## config.mk

```make
export PLATFORM = sky130hd
export DESIGN_NAME = cache_ram_port_arbiter_flat
export DESIGN_NICKNAME = d
export VERILOG_FILES = /design/src/rtl/cache_ram_port_arbiter_if.sv /design/src/rtl/cache_ram_port_arbiter.sv /design/src/flat_wrapper.sv
export SDC_FILE = /design/constraint.sdc
export NUM_CORES = 1
export LEC_CHECK = 0
export CORE_ASPECT_RATIO = 0.5
export CORE_UTILIZATION = 52
export CTS_BUF_LIST = sky130_fd_sc_hd__clkbuf_8
export DETAILED_ROUTE_END_ITERATION = 16
export PLACE_DENSITY = 0.93
export SLEW_MARGIN = 30
export SYNTH_ARGS = -nofsm -noshare
export SYNTH_HDL_FRONTEND = slang
export SYNTH_SLANG_ARGS = --single-unit
```

## constraint.sdc

```tcl
create_clock -name clk_i -period 14.98 [get_ports clk_i]
set_clock_uncertainty 0.05 [all_clocks]
set_input_delay 4.494 -clock clk_i [delete_from_list [all_inputs] [get_ports clk_i]]
set_output_delay 4.494 -clock clk_i [all_outputs]
set_load 0.02 [all_outputs]
```

## src/rtl/cache_ram_port_arbiter_if.sv

```systemverilog
// Bundle of every signal exchanged between the cache-side requesters, the
// main-memory port arbiter and the RAM. The arbiter uses the slave modport;
// the environment around it (caches and RAM) uses the master modport.
interface cache_ram_port_arbiter_if #(
    parameter int ADDR_W = 19,
    parameter int RAM_AW = 32,
    parameter int BEATS  = 4
);
    logic                  instr_req_i;
    logic [ADDR_W-1:0]     instr_addr_i;
    logic                  instr_gnt_o;
    logic                  instr_done_o;
    logic                  data_req_i;
    logic                  data_we_i;
    logic [ADDR_W-1:0]     data_addr_i;
    logic [63:0]           data_wdata_i;
    logic [7:0]            data_wstrb_i;
    logic                  data_gnt_o;
    logic                  data_done_o;
    logic [32*BEATS-1:0]   line_o;
    logic                  busy_o;
    logic                  ram_read_o;
    logic                  ram_write_o;
    logic [RAM_AW-1:0]     ram_addr_o;
    logic [31:0]           ram_data_o;
    logic [3:0]            wr_strb_o;
    logic [31:0]           ram_data_i;
    logic                  ram_ack_i;

    modport slave (
        input  instr_req_i, instr_addr_i,
        input  data_req_i, data_we_i, data_addr_i, data_wdata_i, data_wstrb_i,
        input  ram_data_i, ram_ack_i,
        output instr_gnt_o, instr_done_o, data_gnt_o, data_done_o,
        output line_o, busy_o,
        output ram_read_o, ram_write_o, ram_addr_o, ram_data_o, wr_strb_o
    );

    modport master (
        output instr_req_i, instr_addr_i,
        output data_req_i, data_we_i, data_addr_i, data_wdata_i, data_wstrb_i,
        output ram_data_i, ram_ack_i,
        input  instr_gnt_o, instr_done_o, data_gnt_o, data_done_o,
        input  line_o, busy_o,
        input  ram_read_o, ram_write_o, ram_addr_o, ram_data_o, wr_strb_o
    );
endinterface

```

## src/rtl/cache_ram_port_arbiter.sv

```systemverilog
// Main-memory port arbiter: shares one 32-bit RAM port between L1 instruction
// refills and L1 data traffic. A refill reads BEATS words into line_o; a
// write-through issues up to two 32-bit beats, skipping beats whose strobe
// nibble is zero. All outputs come straight from flops.
// Optional feature macro: CACHE_ARB_RR_EN (round-robin on simultaneous
// requests). Without it data always wins over instruction.
module cache_ram_port_arbiter #(
    parameter int ADDR_W = 19,
    parameter int RAM_AW = 32,
    parameter int BEATS  = 4
) (
    input  logic                    clk_i,
    input  logic                    rst_i,
    cache_ram_port_arbiter_if.slave bus
);
    localparam int CNT_W = (BEATS > 1) ? $clog2(BEATS) : 1;
    localparam logic [CNT_W-1:0] LAST_BEAT = CNT_W'(BEATS - 1);
    localparam logic [CNT_W-1:0] CNT_ZERO  = {CNT_W{1'b0}};
    localparam logic [CNT_W-1:0] CNT_ONE   = CNT_W'(1);

    typedef enum logic [1:0] {
        IDLE = 2'd0,
        RD   = 2'd1,
        WR   = 2'd2,
        DONE = 2'd3
    } state_t;

    state_t              r_state;
    logic [CNT_W-1:0]    r_cnt;
    logic [ADDR_W-1:0]   r_base;
    logic [31:0]         r_wdata_hi;
    logic [3:0]          r_wstrb_hi;
    logic                r_is_data;
    logic [32*BEATS-1:0] r_line;
    logic                r_instr_gnt;
    logic                r_data_gnt;
    logic                r_instr_done;
    logic                r_data_done;
    logic                r_busy;
    logic                r_ram_read;
    logic                r_ram_write;
    logic [RAM_AW-1:0]   r_ram_addr;
    logic [31:0]         r_ram_data;
    logic [3:0]          r_wr_strb;
`ifdef CACHE_ARB_RR_EN
    logic                r_last_data;
`endif

    logic                w_req_any;
    logic                w_pick_data;
    logic                w_sel_we;
    logic [ADDR_W-1:0]   w_sel_addr;
    logic [ADDR_W-1:0]   w_line_base;
    logic [ADDR_W-1:0]   w_word_base;

    // RAM byte address of beat idx: zero-extended base plus 4 bytes per beat
    function automatic logic [RAM_AW-1:0] beat_addr(input logic [ADDR_W-1:0] base,
                                                    input logic [CNT_W-1:0]  idx);
        return RAM_AW'(base) + (RAM_AW'(idx) << 2'd2);
    endfunction

    // Pick the requester to serve and derive its aligned base addresses
    always_comb begin
        w_req_any = bus.instr_req_i | bus.data_req_i;
`ifdef CACHE_ARB_RR_EN
        if (bus.instr_req_i && bus.data_req_i) begin
            w_pick_data = ~r_last_data;
        end else begin
            w_pick_data = bus.data_req_i;
        end
`else
        w_pick_data = bus.data_req_i;
`endif
        if (w_pick_data) begin
            w_sel_addr = bus.data_addr_i;
            w_sel_we   = bus.data_we_i;
        end else begin
            w_sel_addr = bus.instr_addr_i;
            w_sel_we   = 1'b0;
        end
        w_line_base = w_sel_addr & {{(ADDR_W-4){1'b1}}, 4'h0};
        w_word_base = w_sel_addr & {{(ADDR_W-3){1'b1}}, 3'h0};
    end

    // Grant, beat sequencing, line assembly and every registered output
    always_ff @(posedge clk_i or posedge rst_i) begin
        if (rst_i) begin
            r_state      <= IDLE;
            r_cnt        <= CNT_ZERO;
            r_base       <= {ADDR_W{1'b0}};
            r_wdata_hi   <= 32'h0;
            r_wstrb_hi   <= 4'h0;
            r_is_data    <= 1'b0;
            r_line       <= {(32*BEATS){1'b0}};
            r_instr_gnt  <= 1'b0;
            r_data_gnt   <= 1'b0;
            r_instr_done <= 1'b0;
            r_data_done  <= 1'b0;
            r_busy       <= 1'b0;
            r_ram_read   <= 1'b0;
            r_ram_write  <= 1'b0;
            r_ram_addr   <= {RAM_AW{1'b0}};
            r_ram_data   <= 32'h0;
            r_wr_strb    <= 4'h0;
`ifdef CACHE_ARB_RR_EN
            r_last_data  <= 1'b0;
`endif
        end else begin
            // gnt and done are single-cycle pulses
            r_instr_gnt  <= 1'b0;
            r_data_gnt   <= 1'b0;
            r_instr_done <= 1'b0;
            r_data_done  <= 1'b0;
            case (r_state)
                IDLE: begin
                    if (w_req_any) begin
                        r_is_data   <= w_pick_data;
                        r_instr_gnt <= ~w_pick_data;
                        r_data_gnt  <= w_pick_data;
`ifdef CACHE_ARB_RR_EN
                        r_last_data <= w_pick_data;
`endif
                        r_wdata_hi  <= bus.data_wdata_i[63:32];
                        r_wstrb_hi  <= bus.data_wstrb_i[7:4];
                        r_busy      <= 1'b1;
                        if (w_sel_we) begin
                            r_state <= WR;
                            r_base  <= w_word_base;
                            // First beat is the lowest word that has any strobe set
                            if (bus.data_wstrb_i[3:0] != 4'h0) begin
                                r_cnt       <= CNT_ZERO;
                                r_ram_write <= 1'b1;
                                r_ram_addr  <= beat_addr(w_word_base, CNT_ZERO);
                                r_ram_data  <= bus.data_wdata_i[31:0];
                                r_wr_strb   <= bus.data_wstrb_i[3:0];
                            end else if (bus.data_wstrb_i[7:4] != 4'h0) begin
                                r_cnt       <= CNT_ONE;
                                r_ram_write <= 1'b1;
                                r_ram_addr  <= beat_addr(w_word_base, CNT_ONE);
                                r_ram_data  <= bus.data_wdata_i[63:32];
                                r_wr_strb   <= bus.data_wstrb_i[7:4];
                            end else begin
                                r_cnt       <= CNT_ZERO;
                                r_ram_write <= 1'b0;
                                r_wr_strb   <= 4'h0;
                            end
                        end else begin
                            r_state    <= RD;
                            r_base     <= w_line_base;
                            r_cnt      <= CNT_ZERO;
                            r_ram_read <= 1'b1;
                            r_ram_addr <= beat_addr(w_line_base, CNT_ZERO);
                            r_wr_strb  <= 4'h0;
                        end
                    end else begin
                        r_busy <= 1'b0;
                    end
                end
                RD: begin
                    if (bus.ram_ack_i) begin
                        r_line[32*r_cnt +: 32] <= bus.ram_data_i;
                        if (r_cnt == LAST_BEAT) begin
                            r_cnt      <= CNT_ZERO;
                            r_ram_read <= 1'b0;
                            r_state    <= DONE;
                        end else begin
                            r_cnt      <= r_cnt + CNT_ONE;
                            r_ram_addr <= beat_addr(r_base, r_cnt + CNT_ONE);
                        end
                    end else begin
                        r_cnt <= r_cnt;
                    end
                end
                WR: begin
                    if (!r_ram_write) begin
                        // Both strobe nibbles were zero: nothing to send
                        r_state <= DONE;
                    end else if (bus.ram_ack_i) begin
                        if ((r_cnt == CNT_ZERO) && (r_wstrb_hi != 4'h0)) begin
                            r_cnt      <= CNT_ONE;
                            r_ram_addr <= beat_addr(r_base, CNT_ONE);
                            r_ram_data <= r_wdata_hi;
                            r_wr_strb  <= r_wstrb_hi;
                        end else begin
                            r_cnt       <= CNT_ZERO;
                            r_ram_write <= 1'b0;
                            r_wr_strb   <= 4'h0;
                            r_state     <= DONE;
                        end
                    end else begin
                        r_cnt <= r_cnt;
                    end
                end
                DONE: begin
                    r_state      <= IDLE;
                    r_busy       <= 1'b0;
                    r_instr_done <= ~r_is_data;
                    r_data_done  <= r_is_data;
                end
                default: begin
                    r_state     <= IDLE;
                    r_busy      <= 1'b0;
                    r_ram_read  <= 1'b0;
                    r_ram_write <= 1'b0;
                end
            endcase
        end
    end

    assign bus.instr_gnt_o  = r_instr_gnt;
    assign bus.instr_done_o = r_instr_done;
    assign bus.data_gnt_o   = r_data_gnt;
    assign bus.data_done_o  = r_data_done;
    assign bus.line_o       = r_line;
    assign bus.busy_o       = r_busy;
    assign bus.ram_read_o   = r_ram_read;
    assign bus.ram_write_o  = r_ram_write;
    assign bus.ram_addr_o   = r_ram_addr;
    assign bus.ram_data_o   = r_ram_data;
    assign bus.wr_strb_o    = r_wr_strb;
endmodule
```

## src/flat_wrapper.sv

```systemverilog
// flat-port wrapper written by rule: the top's interface ports become plain ports
module cache_ram_port_arbiter_flat 
#(
    parameter int ADDR_W = 19,
    parameter int RAM_AW = 32,
    parameter int BEATS  = 4
)
  (clk_i, rst_i, bus_instr_req_i, bus_instr_addr_i, bus_data_req_i, bus_data_we_i, bus_data_addr_i, bus_data_wdata_i, bus_data_wstrb_i, bus_ram_data_i, bus_ram_ack_i, bus_instr_gnt_o, bus_instr_done_o, bus_data_gnt_o, bus_data_done_o, bus_line_o, bus_busy_o, bus_ram_read_o, bus_ram_write_o, bus_ram_addr_o, bus_ram_data_o, bus_wr_strb_o);
  cache_ram_port_arbiter_if #(.ADDR_W(ADDR_W), .RAM_AW(RAM_AW), .BEATS(BEATS)) bus_i ();
  input  logic clk_i;
  input  logic rst_i;
  input wire logic [$bits(bus_i.instr_req_i)-1:0] bus_instr_req_i;
  input wire logic [$bits(bus_i.instr_addr_i)-1:0] bus_instr_addr_i;
  input wire logic [$bits(bus_i.data_req_i)-1:0] bus_data_req_i;
  input wire logic [$bits(bus_i.data_we_i)-1:0] bus_data_we_i;
  input wire logic [$bits(bus_i.data_addr_i)-1:0] bus_data_addr_i;
  input wire logic [$bits(bus_i.data_wdata_i)-1:0] bus_data_wdata_i;
  input wire logic [$bits(bus_i.data_wstrb_i)-1:0] bus_data_wstrb_i;
  input wire logic [$bits(bus_i.ram_data_i)-1:0] bus_ram_data_i;
  input wire logic [$bits(bus_i.ram_ack_i)-1:0] bus_ram_ack_i;
  output wire logic [$bits(bus_i.instr_gnt_o)-1:0] bus_instr_gnt_o;
  output wire logic [$bits(bus_i.instr_done_o)-1:0] bus_instr_done_o;
  output wire logic [$bits(bus_i.data_gnt_o)-1:0] bus_data_gnt_o;
  output wire logic [$bits(bus_i.data_done_o)-1:0] bus_data_done_o;
  output wire logic [$bits(bus_i.line_o)-1:0] bus_line_o;
  output wire logic [$bits(bus_i.busy_o)-1:0] bus_busy_o;
  output wire logic [$bits(bus_i.ram_read_o)-1:0] bus_ram_read_o;
  output wire logic [$bits(bus_i.ram_write_o)-1:0] bus_ram_write_o;
  output wire logic [$bits(bus_i.ram_addr_o)-1:0] bus_ram_addr_o;
  output wire logic [$bits(bus_i.ram_data_o)-1:0] bus_ram_data_o;
  output wire logic [$bits(bus_i.wr_strb_o)-1:0] bus_wr_strb_o;
  assign bus_i.instr_req_i = bus_instr_req_i;
  assign bus_i.instr_addr_i = bus_instr_addr_i;
  assign bus_i.data_req_i = bus_data_req_i;
  assign bus_i.data_we_i = bus_data_we_i;
  assign bus_i.data_addr_i = bus_data_addr_i;
  assign bus_i.data_wdata_i = bus_data_wdata_i;
  assign bus_i.data_wstrb_i = bus_data_wstrb_i;
  assign bus_i.ram_data_i = bus_ram_data_i;
  assign bus_i.ram_ack_i = bus_ram_ack_i;
  assign bus_instr_gnt_o = bus_i.instr_gnt_o;
  assign bus_instr_done_o = bus_i.instr_done_o;
  assign bus_data_gnt_o = bus_i.data_gnt_o;
  assign bus_data_done_o = bus_i.data_done_o;
  assign bus_line_o = bus_i.line_o;
  assign bus_busy_o = bus_i.busy_o;
  assign bus_ram_read_o = bus_i.ram_read_o;
  assign bus_ram_write_o = bus_i.ram_write_o;
  assign bus_ram_addr_o = bus_i.ram_addr_o;
  assign bus_ram_data_o = bus_i.ram_data_o;
  assign bus_wr_strb_o = bus_i.wr_strb_o;
  cache_ram_port_arbiter #(.ADDR_W(ADDR_W), .RAM_AW(RAM_AW), .BEATS(BEATS)) u_core (.clk_i(clk_i), .rst_i(rst_i), .bus(bus_i));
endmodule
```

# ---- Word level (Yosys, flattened, before mapping)
# Index checks and enable logic that the tools add are counted.
dict set report op_classes {
  reduce_logical 19
  n_eq_ne 17
  n_bitwise 3
  shifts 2
  addsub 5
  muxes 69
}
# cell count
set op_table {}
lappend op_table {{two-way mux 32 bit} 16}
lappend op_table {{bitwise mux 128 bit} 1}
lappend op_table {{variable shift 32 x 34 -> 128 bit, first input constant} 1}
lappend op_table {{indexed part select 32 x 34 -> 128 bit} 1}
lappend op_table {{case mux 32 bit (3 select lines)} 1}
lappend op_table {{case mux 32 bit (2 select lines)} 1}
lappend op_table {{adder 19 x 3 -> 20 bit, second input constant} 2}
lappend op_table {{negator 7 -> 34 bit} 1}
lappend op_table {{two-way mux 4 bit} 8}
lappend op_table {{two-way mux 2 bit} 14}
lappend op_table {{two-way mux 1 bit} 21}
lappend op_table {{adder 19 x 4 -> 20 bit} 1}
lappend op_table {{two-way mux 19 bit} 1}
lappend op_table {{AND reduction 5 bit} 3}
lappend op_table {{nonzero test 4 bit} 3}
lappend op_table {{inequality test 2 x 1 -> 1 bit, second input constant} 5}
lappend op_table {{inequality test 2 bit, second input constant} 4}
lappend op_table {{case mux 2 bit (4 select lines)} 1}
lappend op_table {{case mux 4 bit (2 select lines)} 1}
lappend op_table {{AND reduction 8 bit} 1}
lappend op_table {{AND reduction 7 bit} 1}
lappend op_table {{equality test 2 bit, second input constant} 3}
lappend op_table {{inequality test 3 bit, second input constant} 2}
lappend op_table {{case mux 1 bit (2 select lines)} 3}
lappend op_table {{14 further kinds} 19}
dict set report totals {
  regBits 263
  elab_cells 132
  out_inout_bits 203
  in_bits 148
}

# ---- Longest topological paths before layout
# Gate-level depths: netlist of run 1.
dict set report depth {
  ltp_word 7
  depth_mapped 13
  mapped_depth_nobuf 10
}

# ---- Worst setup path after synthesis of run 1
# OpenSTA, ideal clock, no wires.
dict set report synth_timing {
  path_kind {input -> register}
  start {input port bus_ram_ack_i}
  end {register u_core.r_ram_addr[10] (netlist: u_core.bus.ram_addr_o[10])}
  cell_stages 6
  slack_ps 9090
  arrival_ps 5722
  setup_time_ps 118
  n_path_buf 2
  required_time_ps 14812
  cell_sequence {buf_4 > a21boi_2 > a2111oi_4 > o2111ai_4 > clkbuf_1 > a21o_1}
}
dict set report synth_via {
  elab_chain_cells 2
  elab_cells_between_ends 3
  classes_between {eq/ne (2); reduce/logical (1)}
}
# element line_no
set synth_lines {}
lappend synth_lines {{from (decl)} flat_wrapper.sv:20} ;# input wire logic [$bits(bus_i.ram_ack_i)-1:0] bus_ram_ack_i;
lappend synth_lines {{inequality test 2 bit (no source line)} --}
lappend synth_lines {{AND reduction 8 bit (no source line) *} --}
lappend synth_lines {{to (signal assigned)} cache_ram_port_arbiter.sv:102} ;# r_ram_addr <= {RAM_AW{1'b0}};
lappend synth_lines {{to (signal assigned)} cache_ram_port_arbiter.sv:133} ;# r_ram_addr <= beat_addr(w_word_base, CNT_ZERO);
lappend synth_lines {{to (signal assigned)} cache_ram_port_arbiter.sv:139} ;# r_ram_addr <= beat_addr(w_word_base, CNT_ONE);
lappend synth_lines {{to (decl)} cache_ram_port_arbiter.sv:42} ;# logic [RAM_AW-1:0] r_ram_addr;
# Mark *: on every way between the ends. The rest lies on a longest branch, timed or not.
# A chain may end at the register's enable or synchronous reset.

# ---- Final worst setup path of run 1
dict set report layout_timing {
  start {input port bus_data_wstrb_i[0]}
  end {register u_core.r_ram_data[19] (netlist: u_core.bus.ram_data_o[19])}
}
dict set report layout_via {
  elab_chain_cells 5
  elab_cells_between_ends 7
  classes_between {eq/ne (1); mux (4); reduce/logical (2)}
}
# element line_no
set layout_lines {}
lappend layout_lines {{from (decl)} flat_wrapper.sv:18} ;# input wire logic [$bits(bus_i.data_wstrb_i)-1:0] bus_data_wstrb_i;
lappend layout_lines {{nonzero test 4 bit *} cache_ram_port_arbiter.sv:130} ;# if (bus.data_wstrb_i[3:0] != 4'h0) begin
lappend layout_lines {{two-way mux 32 bit} cache_ram_port_arbiter.sv:130}
lappend layout_lines {{two-way mux 32 bit} cache_ram_port_arbiter.sv:126} ;# if (w_sel_we) begin
lappend layout_lines {{two-way mux 32 bit} cache_ram_port_arbiter.sv:116} ;# if (w_req_any) begin
lappend layout_lines {{case mux 32 bit (2 select lines)} cache_ram_port_arbiter.sv:114} ;# case (r_state)
lappend layout_lines {{to (signal assigned)} cache_ram_port_arbiter.sv:134} ;# r_ram_data <= bus.data_wdata_i[31:0];
lappend layout_lines {{to (signal assigned)} cache_ram_port_arbiter.sv:140} ;# r_ram_data <= bus.data_wdata_i[63:32];
lappend layout_lines {{to (signal assigned)} cache_ram_port_arbiter.sv:182} ;# r_ram_data <= r_wdata_hi;
lappend layout_lines {{to (decl)} cache_ram_port_arbiter.sv:43} ;# logic [31:0] r_ram_data;
# Mark *: on every way between the ends. The rest lies on a longest branch, timed or not. The select of a mux whose other input is x is not followed.

==> results of run 1 <==
## cell type report
cell class	instances	area, um2	share of cell area
flip-flops and latches	246	6160	0.411
multi-input cells	641	4310	0.287
repair buffers	345	3440	0.229
clock buffers	43	592	0.0395
well taps	266	333	0.0222
clock inverters	19	120	0.00801
inverters	10	50.0	0.00334
## registers in the layout (all words and copies together), names as in the netlist, 4 cells and up
name	flops
u_core.bus.ram_data_o	32
u_core.bus.line_o	128
u_core.bus.wr_strb_o	4
u_core.bus.ram_addr_o	18
u_core.r_base	16
u_core.r_wstrb_hi	4
u_core.r_wdata_hi	32
## synthesized netlist by cell type (2+ instances only)
master	count
nor4_2	2
nand3_1	11
dfrtp_1	246
mux2i_1	46
nand2_1	137
a21o_1	8
nor2_1	50
a211oi_2	5
buf_4	19
o41ai_1	2
a211oi_1	2
clkbuf_1	35
a31o_2	2
nor2b_1	2
and4_1	4
mux2_2	42
ha_1	13
and2_1	9
o21ai_1	11
buf_2	19
nor3_1	5
inv_1	10
o21ai_0	88
buf_1	7
o21a_1	4
buf_6	3
a22o_1	97
a31oi_1	5
xor2_1	7
a21oi_1	49
nor4b_2	2
o31ai_2	2
nand4_1	8
## worst paths after layout
kind | end | cells after the start | startpoint
min | u_core.bus.instr_done_o$_DFF_PP0_ | 1 | u_core.r_is_data$_DFFE_PP0P_
max in group asynchronous | u_core.bus.line_o[95]$_DFFE_PP0P_ | 3 | rst_i
min in group asynchronous | u_core.bus.line_o[111]$_DFFE_PP0P_ | 2 | rst_i
max | u_core.bus.ram_data_o[19]$_DFFE_PP0P_ | 7 | bus_data_wstrb_i[0]
min reg2reg | u_core.bus.instr_done_o$_DFF_PP0_ | 1 | u_core.r_is_data$_DFFE_PP0P_
max reg2reg | u_core.bus.ram_addr_o[15]$_DFFE_PP0P_ | 10 | u_core.r_cnt[0]$_DFFE_PP0P_
## worst register-to-register path, stage by stage, from the launching register on
cell and delay [ns]:
dfrtp_1 0.54, inv_1 0.23, ha_1 0.50, nor2b_1 0.30
ha_1 0.39, ha_1 0.30, and4_1 0.38, nand4_1 0.15
xor2_1 0.17, a211oi_1 0.27, a21o_1 0.12
## report_power, final
part / total [W] / internal [W] / switching (W)
clock network: 0.000549 / 0.000281 / 0.000268
logic: 0.00139 / 0.000608 / 0.000783
registers: 0.00107 / 0.000905 / 0.000164
## logic make-up (layout without fill, tap and decap cells)
kind of cell,Yosys count,count (layout),synth area share
flops,246,246,0.569
simple gates,235,235,0.0976
xor+xnor,8,8,0.00648
buf+inv,94,417,0.0436
compound gates,283,283,0.181
other cells,1,14,0.000347
mux,88,88,0.0863
fa+ha+maj,13,13,0.0150
## per-stage QoR
stage          power, W  worst slack [ns]  hold slack [ns]  instance area (um2)  std cells
6_report        0.00301              8.22            0.419                15000       1570
2_1_floorplan   0.00187              3.68            0.368                10900        981
4_1_cts         0.00299              8.06            0.399                15000       1568
5_1_grt         0.00318              8.14            0.438                15000       1570
3_3_place_gp    0.00235              7.54            0.381                14200       1505
3_5_place_dp    0.00242              7.53            0.390                14200       1506
## metal layers
metal / wire (um) / track usage / vias to the layer above
li1: - / - / 4044
met1: 12600 / 0.376 / 4600
met2: 16100 / 0.511 / 503
met3: 2250 / 0.0564 / 129
met4: 1580 / 0.129 / 0
met5: 0 / 0 / -
==> results.cfg, run 1 <==
[routing]
num_vias = 9276
remaining_drc_errors = 0
wl_per_cell_um = 20.7
viasPerCell = 5.91
first_pass_iters = 6
detail-route-antenna-nets = 0
drtIter0Drc = 898
wirelength_mm = 32.5

[global_route]
grt_max_degree = 165
grt.overflow.total = 0
grt_pass1_vias = 9493
antenna_found_initial = 0
gr-usage-all-layers = 0.301
grt_pass1_wl_mm = 51.0

[sta]
slew_headroom = 0.320
slew_viol_final = 0
fin_tns_setup_ns = 0
hold_viol_final = 0
finalSetupViolCount = 0
rsz0062_at_grt = false
period_minus_slack_ns = 6.76
fmax_mhz = 148
finalCritPeriodShare = 0.452
worst_pin_slew_ns = 1.02

[cts]
cts_tree = yes
clock_latency_ns = 0.54
cts_htree_levels = 2
root_buffer = clkbuf_8
post_cts_resize_count = 0
cts_hold_buf = 0
clock_sinks = 246
clk_pin_slew_ns = 0.07
cts_setup_buffers = 0
clockBufferDepth = 3
numCtsBuffers = 36

[setup_path]
crit_top_cell = buf_4
crit_path_end_kind = flop
cp_slowest_cell = buf_4
critPathBufInv = 3
crit_chain = clkdlybuf4s50_1 > nor4_4 > buf_4 > a21oi_1 > o211ai_4 > buf_4 > o21ai_0
cp_slowest_stage_delay_ns = 0.55
critPathKind = input port to flop
cp.arrival_ns = 7.06
cp_data_required_time_ns = 15.28
start_kind = input port
regToRegSetupSlack_ns = 11.53
critPathTopFamily = buffers and inverters
cp_max_fo = 64

[place]
place_congestion = 0.843
hpwl_mm = 21.1
io_buffers = 329

[floorplanning]
die_x_um = 206
initial_core_util = 0.543
design.core.area_um2 = 19900
dieArea_um2 = 21400
die_y_um = 104
io-pin-count = 351
placementRows = 36

[synthesis]
synth_top_area_frac = 0.569
synth-seq-cells = 246
netlist_area_um2 = 10800
synth_ff_type = dfrtp_1
ys_warn_count = 0
yosys.area.top_type = dfrtp_1
synthTopCellsByArea = dfrtp_1 (57%), a22o_1 (7.9%), nand2_1 (4.8%), mux2_2 (4.4%), mux2i_1 (4.3%)
synth-edff-count = 0
avgSynthCellArea_um2 = 11.2
synthArstFlopShare = 1.00
ys_seq_area_frac = 0.569
synth_cell_types = 49
syn_inst = 968

[final_layout]
final_cell_mix = clkdlybuf4s50_1 (329), dfrtp_1 (246), nand2_1 (137)
layout.nets = 1441
post-route-util = 0.753
final_common_cell = clkdlybuf4s50_1
num-fill-cells = 1228
drive_gt1_frac = 0.102
num_antenna_cells = 0
area_delta_synth_final_pct = 38.7

[job]
cap_violations = 0

[pwr]
ir_worst_vdd_uv = 105
pwr_density_cell_nw_per_um2 = 201
power_leakage_nw = 6.57

[outcome]
status = complete, no violations

[worst_hold_path]
hold_class = flop to flop
Power figures use the tool's default switching activity.
==> inputs of run 2 (changes only) <==
--- a/config.mk
+++ b/config.mk
@@ -6,10 +6,10 @@
 export NUM_CORES = 1
 export LEC_CHECK = 0
 export CORE_ASPECT_RATIO = 0.5
-export CORE_UTILIZATION = 52
+export CORE_UTILIZATION = 43
 export CTS_BUF_LIST = sky130_fd_sc_hd__clkbuf_8
 export DETAILED_ROUTE_END_ITERATION = 16
-export PLACE_DENSITY = 0.93
+export PLACE_DENSITY = 0.82
 export SLEW_MARGIN = 30
 export SYNTH_ARGS = -nofsm -noshare
 export SYNTH_HDL_FRONTEND = slang
==> constraint.sdc (replaced) <==
create_clock -name clk_i -period 6.1 [get_ports clk_i]
set_clock_uncertainty 0.05 [all_clocks]
set_input_delay 1.83 -clock clk_i [delete_from_list [all_inputs] [get_ports clk_i]]
set_output_delay 1.83 -clock clk_i [all_outputs]
set_load 0.02 [all_outputs]
==> results.cfg, run 2 (synthesized netlist as in run 1, its figures left out) <==
[place]
dp.cells = 1580
hpwl_mm = 21.7
io_buffers = 329
place_congestion = 0.835

[setup_path]
cp_max_fo = 64
crit_top_cell = buf_4
cp_slowest_stage_delay_ns = 0.57
critPathKind = input port to flop
cp_slowest_cell = buf_4
crit_path_end_kind = flop
cp_data_required_time_ns = 6.41
critPathTopFamily = buffers and inverters
crit_chain = clkdlybuf4s50_1 > nor4_4 > buf_4 > a21oi_1 > o211ai_4 > buf_4 > o21ai_0
start_kind = input port
critPathBufInv = 3
cp.arrival_ns = 4.50

[outcome]
status = complete, no violations

[cts]
cts_setup_buffers = 0
numCtsBuffers = 36
post_cts_resize_count = 0
cts_hold_buf = 0
cts_htree_levels = 2
clk_pin_slew_ns = 0.06
root_buffer = clkbuf_8
cts_tree = yes
clock_sinks = 246
clockBufferDepth = 3
clock_latency_ns = 0.52

[worst_hold_path]
hold_class = flop to flop

[sta]
finalCritPeriodShare = 0.688
holdWs_ns = 0.406
finalSetupViolCount = 0
fin_tns_setup_ns = 0
fmax_mhz = 238
hold_viol_final = 0
period_minus_slack_ns = 4.20
worst_pin_slew_ns = 0.937
slew_viol_final = 0
slew_headroom = 0.376
rsz0062_at_grt = false

[global_route]
grt.overflow.total = 0
grt_max_degree = 75
grt_pass1_vias = 8887
grt_pass1_wl_mm = 48.7
antenna_found_initial = 1
gr-usage-all-layers = 0.239

[floorplanning]
dieArea_um2 = 25800
design.core.area_um2 = 24300
io-pin-count = 351
die_y_um = 114
placementRows = 40
die_x_um = 226
initial_core_util = 0.444

[final_layout]
largest_reg_flops = 128
final_cell_mix = clkdlybuf4s50_1 (329), dfrtp_1 (246), nand2_1 (137)
final_cells = 1646
drive_gt1_frac = 0.107
final_common_cell = clkdlybuf4s50_1
post-route-util = 0.621
area_delta_synth_final_pct = 39.6
layout.nets = 1443

[routing]
num_vias = 8926
wirelength_mm = 31.3
drtIter0Drc = 726
viasPerCell = 5.42
remaining_drc_errors = 0
detail-route-antenna-nets = 0
wl_per_cell_um = 19.0
first_pass_iters = 5

[pwr]
pwr_density_cell_nw_per_um2 = 483
power_w = 0.00729
power_leakage_nw = 6.57
ir_worst_vdd_uv = 222

[job]
cap_violations = 0
[run 2: worst paths after layout]
path                                               from                               endpoint  slack (ns)  cells past startpoint
hold / removal             u_core.r_is_data$_DFFE_PP0P_      u_core.bus.instr_done_o$_DFF_PP0_        0.41                      1
hold reg to reg            u_core.r_is_data$_DFFE_PP0P_      u_core.bus.instr_done_o$_DFF_PP0_        0.41                      1
setup / recovery                    bus_data_wstrb_i[1]  u_core.bus.ram_data_o[19]$_DFFE_PP0P_        1.90                      7
setup reg to reg            u_core.r_cnt[0]$_DFFE_PP0P_  u_core.bus.ram_addr_o[15]$_DFFE_PP0P_        2.67                     10
min in group asynchronous                         rst_i           u_core.r_is_data$_DFFE_PP0P_        1.58                      2
max in group asynchronous                         rst_i      u_core.bus.line_o[68]$_DFFE_PP0P_        3.30                      3
[run 2: layout make-up]
type	instances	area (um2)
Antenna cell	1	2.50
Multi-Input combinational cell	641	4310
Inverter	10	41.3
Fill cell	1944	9230
Timing Repair Buffer	347	3430
Clock buffer	48	661
Sequential cell	246	6160
Tap cell	336	420
Clock inverter	17	78.8
[run 2: stage by stage]
step / instance area [um2] / setup slack [ns]
4_1_cts: 15100 / 1.88
3_5_place_dp: 14400 / 1.33
6_report: 15100 / 1.90
3_3_place_gp: 14300 / 1.51
2_1_floorplan: 10900 / 0.988
5_1_grt: 15100 / 1.77
[run 2: power breakdown]
part | total, W | leakage (nW) | internal (W) | switching (W)
clock network | 0.00135 | 0.423 | 0.000708 | 0.000643
logic | 0.00335 | 2.95 | 0.00148 | 0.00186
registers | 0.00260 | 3.20 | 0.00222 | 0.000375
total | 0.00729 | 6.57 | 0.00441 | 0.00288
[run 2: per-layer routing]
| metal | wire, um | up-vias | global-route usage | part of all wire |
|---|---|---|---|---|
| met2 | 15800 | 356 | 0.411 | 0.50 |
| met5 | 0 | - | 0 | 0 |
| li1 | - | 4059 | - | - |
| met4 | 1270 | 0 | 0.105 | 0.041 |
| met1 | 12500 | 4429 | 0.297 | 0.40 |
| met3 | 1730 | 82 | 0.0429 | 0.055 |
